===== src/rtl/seg7_scan_driver.sv =====
// seg7_scan_driver: time-multiplexed common-anode 7-segment driver with per-frame snapshot.
// Define LZB_EN to enable leading-zero blanking.
module seg7_scan_driver #(
    parameter int DIGITS   = 4,
    parameter int PRESCALE = 50000,
    parameter int HEX_MODE = 1
) (
    input  logic                  clk_i,
    input  logic                  rst_i,
    input  logic                  en_i,
    input  logic [4*DIGITS-1:0]   count_i,
    input  logic [DIGITS-1:0]     dp_i,
    output logic [7:0]            led_o,
    output logic [DIGITS-1:0]     an_o,
    output logic                  frame_o
);
    localparam int PW = $clog2(PRESCALE);
    localparam int IW = DIGITS > 1 ? $clog2(DIGITS) : 1;

    logic [PW-1:0]       pre_q, pre_d;
    logic [IW-1:0]       idx_q, idx_d;
    logic [4*DIGITS-1:0] snap_q, snap_d;
    logic [DIGITS-1:0]   dps_q, dps_d;
    logic [7:0]          led_q, led_d;
    logic [DIGITS-1:0]   an_q, an_d;
    logic                frame_q, frame_d;
    logic [DIGITS-1:0]   blank;
    logic                tick, last;

    function automatic logic [6:0] glyph(input logic [3:0] n);
        logic [6:0] g;
        case (n)
            4'h0: g = 7'b0000001;
            4'h1: g = 7'b1001111;
            4'h2: g = 7'b0010010;
            4'h3: g = 7'b0000110;
            4'h4: g = 7'b1001100;
            4'h5: g = 7'b0100100;
            4'h6: g = 7'b0100000;
            4'h7: g = 7'b0001101;
            4'h8: g = 7'b0000000;
            4'h9: g = 7'b0000100;
            4'hA: g = 7'b0001000;
            4'hB: g = 7'b1100000;
            4'hC: g = 7'b0110001;
            4'hD: g = 7'b1000010;
            4'hE: g = 7'b0110000;
            default: g = 7'b0111000;
        endcase
        return (HEX_MODE == 0 && n > 4'd9) ? 7'b0110000 : g;
    endfunction

    assign tick = en_i && (pre_q == PW'(PRESCALE - 1));
    assign last = (idx_q == IW'(DIGITS - 1));

`ifdef LZB_EN
    // Mask follows the snapshot, so it changes only when a new frame is captured.
    always_comb begin
        logic run;
        blank = '0;
        run   = 1'b1;
        for (int i = DIGITS - 1; i >= 1; i--) begin
            run      = run && (snap_q[4*i +: 4] == 4'h0) && !dps_q[i];
            blank[i] = run;
        end
    end
`else
    assign blank = '0;
`endif

    always_comb begin
        pre_d   = pre_q;
        idx_d   = idx_q;
        snap_d  = snap_q;
        dps_d   = dps_q;
        frame_d = 1'b0;
        if (en_i) begin
            pre_d = tick ? '0 : pre_q + 1'b1;
            if (tick) begin
                idx_d = last ? '0 : idx_q + 1'b1;
                if (last) begin
                    snap_d  = count_i;
                    dps_d   = dp_i;
                    frame_d = 1'b1;
                end
            end
        end
        led_d = (en_i && !blank[idx_q]) ? {glyph(snap_q[4*idx_q +: 4]), ~dps_q[idx_q]} : 8'hFF;
        an_d  = (en_i && !blank[idx_q]) ? ~(DIGITS'(1) << idx_q) : '1;
    end

    always_ff @(posedge clk_i) begin
        if (rst_i) begin
            pre_q   <= '0;
            idx_q   <= '0;
            snap_q  <= '0;
            dps_q   <= '0;
            led_q   <= 8'hFF;
            an_q    <= '1;
            frame_q <= 1'b0;
        end else begin
            pre_q   <= pre_d;
            idx_q   <= idx_d;
            snap_q  <= snap_d;
            dps_q   <= dps_d;
            led_q   <= led_d;
            an_q    <= an_d;
            frame_q <= frame_d;
        end
    end

    assign led_o   = led_q;
    assign an_o    = an_q;
    assign frame_o = frame_q;
endmodule

===== config.mk =====
export PLATFORM = sky130hd
export DESIGN_NAME = seg7_scan_driver
export DESIGN_NICKNAME = d
export VERILOG_FILES = /design/src/rtl/seg7_scan_driver.sv
export SDC_FILE = /design/constraint.sdc
export NUM_CORES = 1
export LEC_CHECK = 0
export BUFFER_PORTS_ARGS = -buffer_cell sky130_fd_sc_hd__buf_4
export CAP_MARGIN = 15
export CORE_ASPECT_RATIO = 1.25
export CORE_UTILIZATION = 61
export CTS_CLUSTER_SIZE = 20
export DETAILED_ROUTE_END_ITERATION = 8
export GPL_TIMING_DRIVEN = 0
export PLACE_DENSITY = 0.84
export SYNTH_ARGS = -nofsm -noshare
export SYNTH_HDL_FRONTEND = slang
export SYNTH_SLANG_ARGS = --single-unit

===== constraint.sdc =====
create_clock -name clk_i -period 3 [get_ports clk_i]
set_input_delay 0.45 -clock clk_i [delete_from_list [all_inputs] [get_ports clk_i]]
set_output_delay 0.45 -clock clk_i [all_outputs]
set_load 0.05 [all_outputs]

# --- Yosys cells after proc, flatten, opt, wreduce, memory -nomap -nowiden ---
# Memory sizes are Yosys's and may differ from the RTL's. A register that Yosys moved wholly into a read port is not among the register bits.
# Cells that the tools add are included.
# Widths: inputs -> output; s select.
op_classes:
  add_sub_neg: 2
  magnitude_cmp: 1
  n_eq_ne: 2
  shifts: 2
  muxes: 7
  bitwise: 5
  reduce_logical: 7
op_table:
  columns: ["op", "count"]
  rows:
  - ["$add 16x1->16 const B", 1]
  - ["$eq 16x16->1 const B", 1]
  - ["$mux 16", 1]
  - ["$shiftx 16x5->4", 1]
  - ["$bmux 1 s2", 2]
  - ["$not 1->1", 4]
  - ["$not 4->4", 1]
  - ["$shl 1x2->4 const A", 1]
  - ["$lt 2x3->1 const B", 1]
  - ["$mux 1", 3]
  - ["$reduce_and 3->1", 1]
  - ["$reduce_or 3->1", 1]
  - ["$add 2x1->2 const B", 1]
  - ["$eq 2x2->1 const B", 1]
  - ["$logic_and 1x1->1", 2]
  - ["$mux 2", 1]
  - ["$reduce_and 2->1", 1]
  - ["$reduce_or 2->1", 1]
  - ["$logic_not 1->1", 1]
word_totals:
  register_bits: 51
  rom_bits: 112
  out_inout_bits: 13
  word_cells: 34
  memories: 1
mem_list:
  columns: ["memory", "words", "width", "read_ports", "rd_clocked_by_memory_dff", "write_ports", "line_no", "rtl"]
  rows:
  - ["(no name shown)", 16, 7, 1, 1, 0, "32", "case (n)"]

# --- Logic depth before layout (Yosys ltp) ---
# Gate-level depths: netlist of the first run.
logic_depth:
  word_depth: 6
  ltp_mapped: 7
  mapped_depth_nobuf: 6

# --- Worst setup path after synthesis of the first run ---
# No wires, ideal clock.
synth_timing:
  kind: "flip-flop to flip-flop"
  from: "register idx_q[0]"
  to: "register led_q[4] (netlist: led_o[4])"
  t_arrival_ps: 1906
  required_time_ps: 2864
  path_slack_ps: 958
  path_stages_with_launch: 7
  path_buffers: 1
  cell_sequence: "dfxtp_1 -> buf_2 -> mux4_2 -> ha_1 -> nor2b_1 -> a2111oi_0 -> a31oi_1"
synth_between:
  elab_chain_cells: 6
  word_cells_on_any_way: 7
  cone_classes: "shift: 1; mux: 2; bitwise: 1; reduce/logical: 3"
synth_rtl:
  columns: ["item", "line_no", "rtl"]
  rows:
  - ["from (decl)", "21", "logic [IW-1:0] idx_q, idx_d;"]
  - ["from (signal assigned)", "103", "idx_q <= idx_d;"]
  - ["$bmux 1 s2", "88", "led_d = (en_i && !blank[idx_q]) ? {glyph(snap_q[4*idx_q +: 4]), ~dps_q[idx_q]} : 8'hFF;"]
  - ["$mux 1 (implied by the code)", "88", null]
  - ["$logic_not 1->1", "88", null]
  - ["$logic_and 1x1->1", "88", null]
  - ["$not 1->1 (no source line)", null, null]
  - ["$reduce_or 2->1 (no source line)", null, null]
  - ["to (decl)", "24", "logic [7:0] led_q, led_d;"]
# Several ways; a longest one is shown, not always the timed one. The select of a mux whose other input is x is not followed.
# A chain may end at the register's enable or synchronous reset.

# --- Worst setup path in the final report of the first run ---
# Same ends and word-level chain as after synthesis.

==> reports/qor.csv, run 1 <==
stage,metric,value,unit
outcome,outcome,"complete, no violations",
layout,fillCellCount,298,
yosys,yosysWarningCount,0,
clock_tree,clk_latency,0.31,ns
power,pwr-share-seq,59.4,%
yosys,yosysMostFrequentCell,sky130_fd_sc_hd__dfxtp_1,
setup_path,r2r_start,idx_q[0],
timing,achievable-frequency,0.4284,GHz
power,power_frac_comb,7.3,%
detailed_routing,count_of_nets_left_with_antenna_violations_after_detail_routing,0,
clock_tree,cts_repair_resized_insts,0,
yosys,synthesis.nets,292,
setup_path,data_arrival_time_of_the_critical_path,2.51,ns
timing,final_max_slew_viol_count,0,
timing,fin_setup_tns,0,ns
timing,hold-worst-slack,0.3927,ns
timing,timing.final.hold_violations,0,
setup_path,timing_worst_setup_path_type,reg2reg,
setup_path,rr_endpoint,led_o[4],
detailed_routing,route.vias.total,1969,
worst_hold_path,timing.hold.worst.class,in2reg,
global_route,first_global_vias,1862,
clock_tree,clk_pin_slew,0.09,ns
die,vertical_die_dimension,72.73,um
detailed_routing,drc_errors,0,
clock_tree,clock_root_buffer,sky130_fd_sc_hd__clkbuf_8,
global_route,all_layer_gr_usage,25.69,%
worst_hold_path,hold_start,count_i[15],
global_route,global_route_wire_length_before_repair,8.190,mm
layout,antenna_cells,0,
flow_run,cap_viol_max_count,0,
detailed_routing,drt-wirelength-per-cell,13.58,um
clock_tree,clk_path_buf_depth,2,
timing,postLayoutSetupSlackWorst,0.6656,ns
place,gp_congestion,0.8430,
timing,slew_headroom,69.76,%
worst_hold_path,min_delay_path_depth,3,
detailed_routing,drt-total-wl,4.821,mm
yosys,dominantRegCellSynth,sky130_fd_sc_hd__dfxtp_1,
setup_path,required,3.18,ns
yosys,synthTopCellsByArea,"sky130_fd_sc_hd__dfxtp_1 (42%), sky130_fd_sc_hd__nand4b_1 (7.2%), sky130_fd_sc_hd__nand2b_1 (6.2%)",
layout,finish.instance_area,2849,sq um
clock_tree,post_cts.repair.setup_buffers,0,
timing,timing.final.crit_period,2.334,ns
yosys,share_of_yosys_cell_area_claimed_by_the_top_area_cell_type,41.82,%
power,p_int,0.8884,mW
yosys,synth_seq_area_share,41.82,%
detailed_routing,drtIter0Drc,68,
global_route,antenna_found_initial,0,
die,fp.coreArea,3816,sq um
yosys,ys_async_sr_fraction,0,%
power,switching_share,23.24,%
place,post-place-ws,0.6986,ns
worst_hold_path,worst_hold_endpoint,snap_q[15],
die,fp.dieArea,4260,sq um
detailed_routing,vias_per_cell,5.546,
clock_tree,cts.htree.levels,2,
setup_path,start_point_of_the_critical_path,idx_q[0],
place,port_buffers,34,
yosys,synth-edff-count,0,
yosys,syn_inst,259,
clock_tree,clock_sinks,51,
clock_tree,ctsHoldBuffers,0,
place,placement.cell_area,2764,sq um
setup_path,setup.worst_path.start_class,flip-flop,
yosys,synth_seq_cells,51,
timing,setup_repair_after_global_routing_missed_its_margin,no,
yosys,synth.largest_area_cell,sky130_fd_sc_hd__dfxtp_1,
timing,final_setup_violations,0,
die,io_pins,36,
layout,final_layout_size_suffix_gt1_share,18.27,%
setup_path,critical_path_peak_fanout,8,
clock_tree,tritoncts.num_buffers,5,
yosys,yosysUniqueCellTypes,40,
detailed_routing,detail_route.first_pass.iterations,4,
timing,timing.clock.skew,0.005096,ns
global_route,largest_net_degree_at_the_start_of_global_routing,16,
die,initial_core_util,63.97,%
setup_path,timing.reg2reg.setup_slack,0.67,ns
power,power.net_switching,0.2689,mW
layout,syn2layout_area_growth,16.71,%
die,std_cell_rows,25,
timing,worstMarginPinSlew,0.4502,ns
setup_path,worstRegToRegCells,6,
yosys,post_synth.cell_area_avg,9.425,sq um
yosys,synthTopCellsByCount,"sky130_fd_sc_hd__dfxtp_1 (51), sky130_fd_sc_hd__nand2b_1 (24), sky130_fd_sc_hd__nand4b_1 (20), sky130_fd_sc_hd__nor2_1 (20), sky130_fd_sc_hd__o21ai_1 (20)",
layout,number_of_nets_at_the_end_of_the_flow,333,
power,power_density,406.2,nW/um^2
setup_path,endpoint_kind,flip-flop,
power,power.share.clock,33.3,%
yosys,netlist_area,2441,sq um
power,peakVddDrop,0.0003775,V
timing,final.period_utilization,77.81,%
die,fp.dieW,58.58,um
power,p_leak,1.023,nW
clock_tree,tritoncts_clock_tree,done,
global_route,globalRoute.totalOverflow,0,
place,detailedPlacementHpwl,3.596,mm
[how the worst max path moves through the flow]
| stage | end | slack, ns | depth (start not counted) |
|---|---|---|---|
| 4_1_cts | led_o[4] | 0.68 | 6 |
| 3_3_place_gp | led_o[4] | 0.76 | 6 |
| 6_report | led_o[4] | 0.67 | 6 |
| 2_1_floorplan | led_o[4] | 0.96 | 6 |
| 5_1_grt | led_o[4] | 0.44 | 6 |
| 3_5_place_dp | led_o[4] | 0.70 | 6 |
[worst max-delay path: stages (launching register included)]
cell and delay [ns]:
sky130_fd_sc_hd__dfxtp_1 0.37, sky130_fd_sc_hd__buf_2 0.28, sky130_fd_sc_hd__mux4_2 0.62, sky130_fd_sc_hd__ha_1 0.29
sky130_fd_sc_hd__nor2b_1 0.15, sky130_fd_sc_hd__a2111oi_0 0.42, sky130_fd_sc_hd__a31oi_1 0.08
[per-stage QoR]
step	instances	utilization, %	total power, mW
after global routing	355	74.66	1.201
after detailed placement	347	72.43	0.7888
after CTS	355	74.66	1.167
after global placement	347	72.43	0.7870
final	355	74.66	1.157
after floorplan	259	-	0.7518
[placed cells by master (no fill, tap or decap), types with 2 or more instances in the layout]
master / n
sky130_fd_sc_hd__clkbuf_8: 5
sky130_fd_sc_hd__nand4_1: 8
sky130_fd_sc_hd__and3_1: 2
sky130_fd_sc_hd__nor3_1: 2
sky130_fd_sc_hd__xor2_1: 7
sky130_fd_sc_hd__inv_1: 5
sky130_fd_sc_hd__or3_1: 2
sky130_fd_sc_hd__mux2i_1: 4
sky130_fd_sc_hd__and4_1: 3
sky130_fd_sc_hd__nor2b_1: 3
sky130_fd_sc_hd__a21oi_1: 4
sky130_fd_sc_hd__buf_4: 36
sky130_fd_sc_hd__buf_2: 4
sky130_fd_sc_hd__o21ai_0: 5
sky130_fd_sc_hd__nor4_1: 2
sky130_fd_sc_hd__nand2_1: 14
sky130_fd_sc_hd__nand4b_1: 20
sky130_fd_sc_hd__ha_1: 10
sky130_fd_sc_hd__a31oi_1: 2
sky130_fd_sc_hd__nor2_1: 20
sky130_fd_sc_hd__o21ai_1: 20
sky130_fd_sc_hd__xnor2_1: 6
sky130_fd_sc_hd__dfxtp_1: 51
sky130_fd_sc_hd__clkbuf_1: 15
sky130_fd_sc_hd__nand2b_1: 24
sky130_fd_sc_hd__nand3_1: 6
sky130_fd_sc_hd__mux4_2: 5
[kinds of logic (layout without fill, tap and decap cells)]
family / count (synthesis) / in the layout / share of synthesized area (%)
multiplexers: 9 / 9 / 6.253
flip-flops: 51 / 51 / 41.82
adder cells (fa/ha/maj): 10 / 10 / 5.126
AND/OR/NAND/NOR: 114 / 114 / 29.16
buffers and inverters: 26 / 68 / 4.818
AO/OA/AOI/OAI: 36 / 36 / 8.150
XOR/XNOR: 13 / 13 / 4.664
[flip-flops by register name (all words and copies together) (netlist names)]
register and cells:
an_o 4, dps_q 4, frame_o 1, idx_q 2, led_o 8, pre_q 16, snap_q 16
[layer usage]
metal / up-vias / GRT usage, % / share of wire [%]
met3: 12 / 6.738 / 3.2
met5: - / 0 / 0
met2: 46 / 43.17 / 51
met1: 913 / 29.86 / 43
met4: 0 / 13.23 / 2.9
li1: 998 / - / -
[area by class of cell]
type | count | area (sq um) | share of cell area (%)
multi-input cells | 182 | 1303 | 45.72
flip-flops and latches | 51 | 1021 | 35.84
repair buffers | 34 | 255.2 | 8.959
plain buffers | 21 | 98.84 | 3.469
clock buffers | 6 | 72.57 | 2.547
well taps | 54 | 67.56 | 2.372
inverters | 5 | 18.77 | 0.6588
clock inverters | 2 | 12.51 | 0.4392
[power by group through the flow]
| stage | sequential [mW] | combinational (mW) | clock [mW] |
|---|---|---|---|
| after floorplan | 0.721 | 0.0308 | 0 |
| after global placement | 0.703 | 0.0836 | 0 |
| after detailed placement | 0.704 | 0.0850 | 0 |
| after CTS | 0.688 | 0.0851 | 0.394 |
| after global routing | 0.689 | 0.0913 | 0.420 |
| final | 0.688 | 0.0846 | 0.385 |
Power figures use the tool's default switching activity.
==> run 2: changes to the inputs <==
- CORE_UTILIZATION: 61 -> 56
- PLACE_DENSITY: 0.84 -> 0.78
- clock period: 3 -> 2.3 ns (I/O delays scaled with it)
==> run 2 against run 1 <==
Cell area rose by 0.79%. Die area rose by 8.7%. Largest cell class unchanged. Sequential share of layout area fell by 0.28 points. Core utilization fell by 5.2 points. Wire length fell by 2.8%. Critical path depth did not move. Clock skew rose by 0.0047 ns. Largest power group unchanged. Critical path type unchanged.
==> reports/qor.csv, run 2 (synthesis gave the netlist of run 1 again) <==
stage,metric,value,unit,change
outcome,outcome,"complete, no violations",,
timing,hold-worst-slack,0.2986,ns,-0.09408 ns
detailed_routing,route.vias.total,1949,,-1.0%
global_route,met3_usage,5.433,%,-1.3 points
global_route,all_layer_gr_usage,23.04,%,-2.7 points
clock_tree,clock_sinks,51,,unchanged
layout,antenna_cells,0,,unchanged
worst_hold_path,timing.hold.worst.class,in2reg,,
global_route,largest_net_degree_at_the_start_of_global_routing,15,,-1
clock_tree,ctsHoldBuffers,0,,unchanged
clock_tree,clk_pin_slew,0.09,ns,about the same
layout,fillCellCount,367,,+23%
timing,slew_headroom,68.12,%,-1.6 points
detailed_routing,drt-wirelength-per-cell,13.06,um,-3.8%
global_route,antenna_found_initial,0,,unchanged
power,power_density,521.9,nW/um^2,+28%
timing,timing.final.hold_violations,0,,unchanged
die,fp.dieW,61.06,um,+4.2%
detailed_routing,detail_route.first_pass.iterations,4,,unchanged
layout,most_common_cell_after_layout_fill_and_taps_aside,sky130_fd_sc_hd__dfxtp_1,,
global_route,global_route_wire_length_before_repair,7.893,mm,-3.6%
layout,area.sequential,1021,sq um,unchanged
die,vertical_die_dimension,75.82,um,+4.2%
setup_path,crit_chain,"buf_4, mux4_2, ha_1, nor2b_1, a2111oi_2, a31oi_1",,
global_route,global_route.peak_usage_layer,met2,,
detailed_routing,drtIter0Drc,80,,+18%
die,fp.coreArea,4131,sq um,+8.3%
timing,final_max_slew_viol_count,0,,unchanged
layout,final_layout_size_suffix_gt1_share,18.81,%,+0.54 points
timing,worstMarginPinSlew,0.4746,ns,+0.02436 ns
place,port_buffers,34,,unchanged
clock_tree,clk_latency,0.31,ns,about the same
layout,post_layout_nonfiller_instances,359,,+1.1%
die,std_cell_rows,26,,+4.0%
flow_run,cap_viol_max_count,0,,unchanged
detailed_routing,drt-total-wl,4.688,mm,-2.8%
setup_path,data_arrival_time_of_the_critical_path,2.37,ns,-0.14 ns
place,placement.cell_area,2766,sq um,about the same
global_route,first_global_vias,1772,,-4.8%
layout,multi_input_comb_area,1309,sq um,+0.48%
clock_tree,tritoncts.num_buffers,5,,unchanged
timing,final_setup_violations,0,,unchanged
layout,final_cell_mix,"sky130_fd_sc_hd__dfxtp_1 (51), sky130_fd_sc_hd__buf_4 (39), sky130_fd_sc_hd__nand2b_1 (24)",,
power,peakVddDrop,0.0003307,V,-12%
power,p_leak,1.036,nW,+1.2%
timing,timing.clock.skew,0.009779,ns,+0.004683 ns
setup_path,worst_path_largest_cell_delay,0.58,ns,-0.04 ns
clock_tree,clk_path_buf_depth,2,,unchanged
setup_path,required,2.46,ns,-0.72 ns
layout,number_of_nets_at_the_end_of_the_flow,335,,+0.60%
setup_path,setup.worst_path.start_class,flip-flop,,
place,gp_congestion,0.8443,,+0.15%
setup_path,endpoint_kind,flip-flop,,
clock_tree,cts.htree.levels,2,,unchanged
detailed_routing,drc_errors,0,,unchanged
power,totalPowerFinal,1.499,mW,+29%
clock_tree,tritoncts_clock_tree,done,,
layout,finish.instance_area,2872,sq um,+0.79%
timing,achievable-frequency,0.4541,GHz,+6.0%
detailed_routing,vias_per_cell,5.429,,-2.1%
timing,timing.final.crit_period,2.202,ns,-0.1323 ns
global_route,globalRoute.totalOverflow,0,,unchanged
place,detailedPlacementHpwl,3.489,mm,-3.0%
global_route,gr-usage-met1,27.71,%,-2.2 points
clock_tree,clock_root_buffer,sky130_fd_sc_hd__clkbuf_8,,
timing,setup_repair_after_global_routing_missed_its_margin,no,,
die,io_pins,36,,unchanged
setup_path,timing_worst_setup_path_type,reg2reg,,
layout,syn2layout_area_growth,17.63,%,
timing,final.period_utilization,95.74,%,+18 points
place,post-place-cells,349,,+0.58%
die,fp.dieArea,4629,sq um,+8.7%
detailed_routing,count_of_nets_left_with_antenna_violations_after_detail_routing,0,,unchanged
timing,fin_setup_tns,0,ns,unchanged
setup_path,timing.critical_path.slowest_stage_cell,sky130_fd_sc_hd__mux4_2,,
setup_path,critical_path_peak_fanout,8,,unchanged
global_route,met2_usage,39.01,%,-4.2 points
die,initial_core_util,59.09,%,-4.9 points
-- run 2: cell types whose count changed in the layout (fill, tap and decap cells not counted), sizes merged --
cell	delta
buf	+2
clkbuf	+1
clkinvlp	-1
-- run 2: final cells by class --
| class | instances | share of cell area, % |
|---|---|---|
| Sequential cell | 51 | 35.56 |
| Inverter | 5 | 0.6536 |
| Clock inverter | 1 | 0.1743 |
| Timing Repair Buffer | 36 | 9.412 |
| Clock buffer | 7 | 2.658 |
| Multi-Input combinational cell | 182 | 45.58 |
| Tap cell | 56 | 2.440 |
| Buffer | 21 | 3.529 |
-- run 2: path summary, 6_finish.rpt --
path / from / end / slack (ns) / depth (start not counted)
max: idx_q[0] / led_o[4] / 0.1 / 6
min: count_i[10] / snap_q[10] / 0.30 / 3
max reg2reg: idx_q[0] / led_o[4] / 0.1 / 6
min reg2reg: snap_q[9] / snap_q[9] / 0.47 / 2
-- run 2: power breakdown --
part           switching, mW  leakage [nW]  internal (mW)
clock                  0.277        0.0422          0.214
combinational         0.0571         0.580         0.0541
sequential           0.00447         0.413          0.892
total                  0.338          1.04           1.16
-- run 2: worst max-delay path, delay by kind of cell (launching register included) --
kind / cells / cell delay (ns)
DFF: 1 / 0.37
buffers and inverters: 1 / 0.21
adders and majority gates: 1 / 0.28
AOI/OAI and AO/OA: 2 / 0.45
muxes: 1 / 0.58
and+or+nand+nor: 1 / 0.16
-- run 2: what timing repair did --
item,CTS,global route
setup buffers,0,2
endpoints found under the hold margin,0,0
resized for setup,2,1
setup endpoints to repair,1,1
-- run 2: metrics by stage --
step,setup WS (ns),util (%)
2_1_floorplan,0.2579,-
5_1_grt,0.004001,69.50
3_5_place_dp,-0.06608,66.96
6_report,0.09795,69.50
4_1_cts,0.02158,69.02
3_3_place_gp,-0.02205,66.96
-- run 2: per-layer routing --
metal  vias to the layer above  share of wire (%)  routed length, um
met5                         -                  0                  0
met4                         0                1.6                 76
met3                         7                3.3                157
met2                        41                 51               2382
met1                       901                 44               2070
li1                       1000                  -                  -
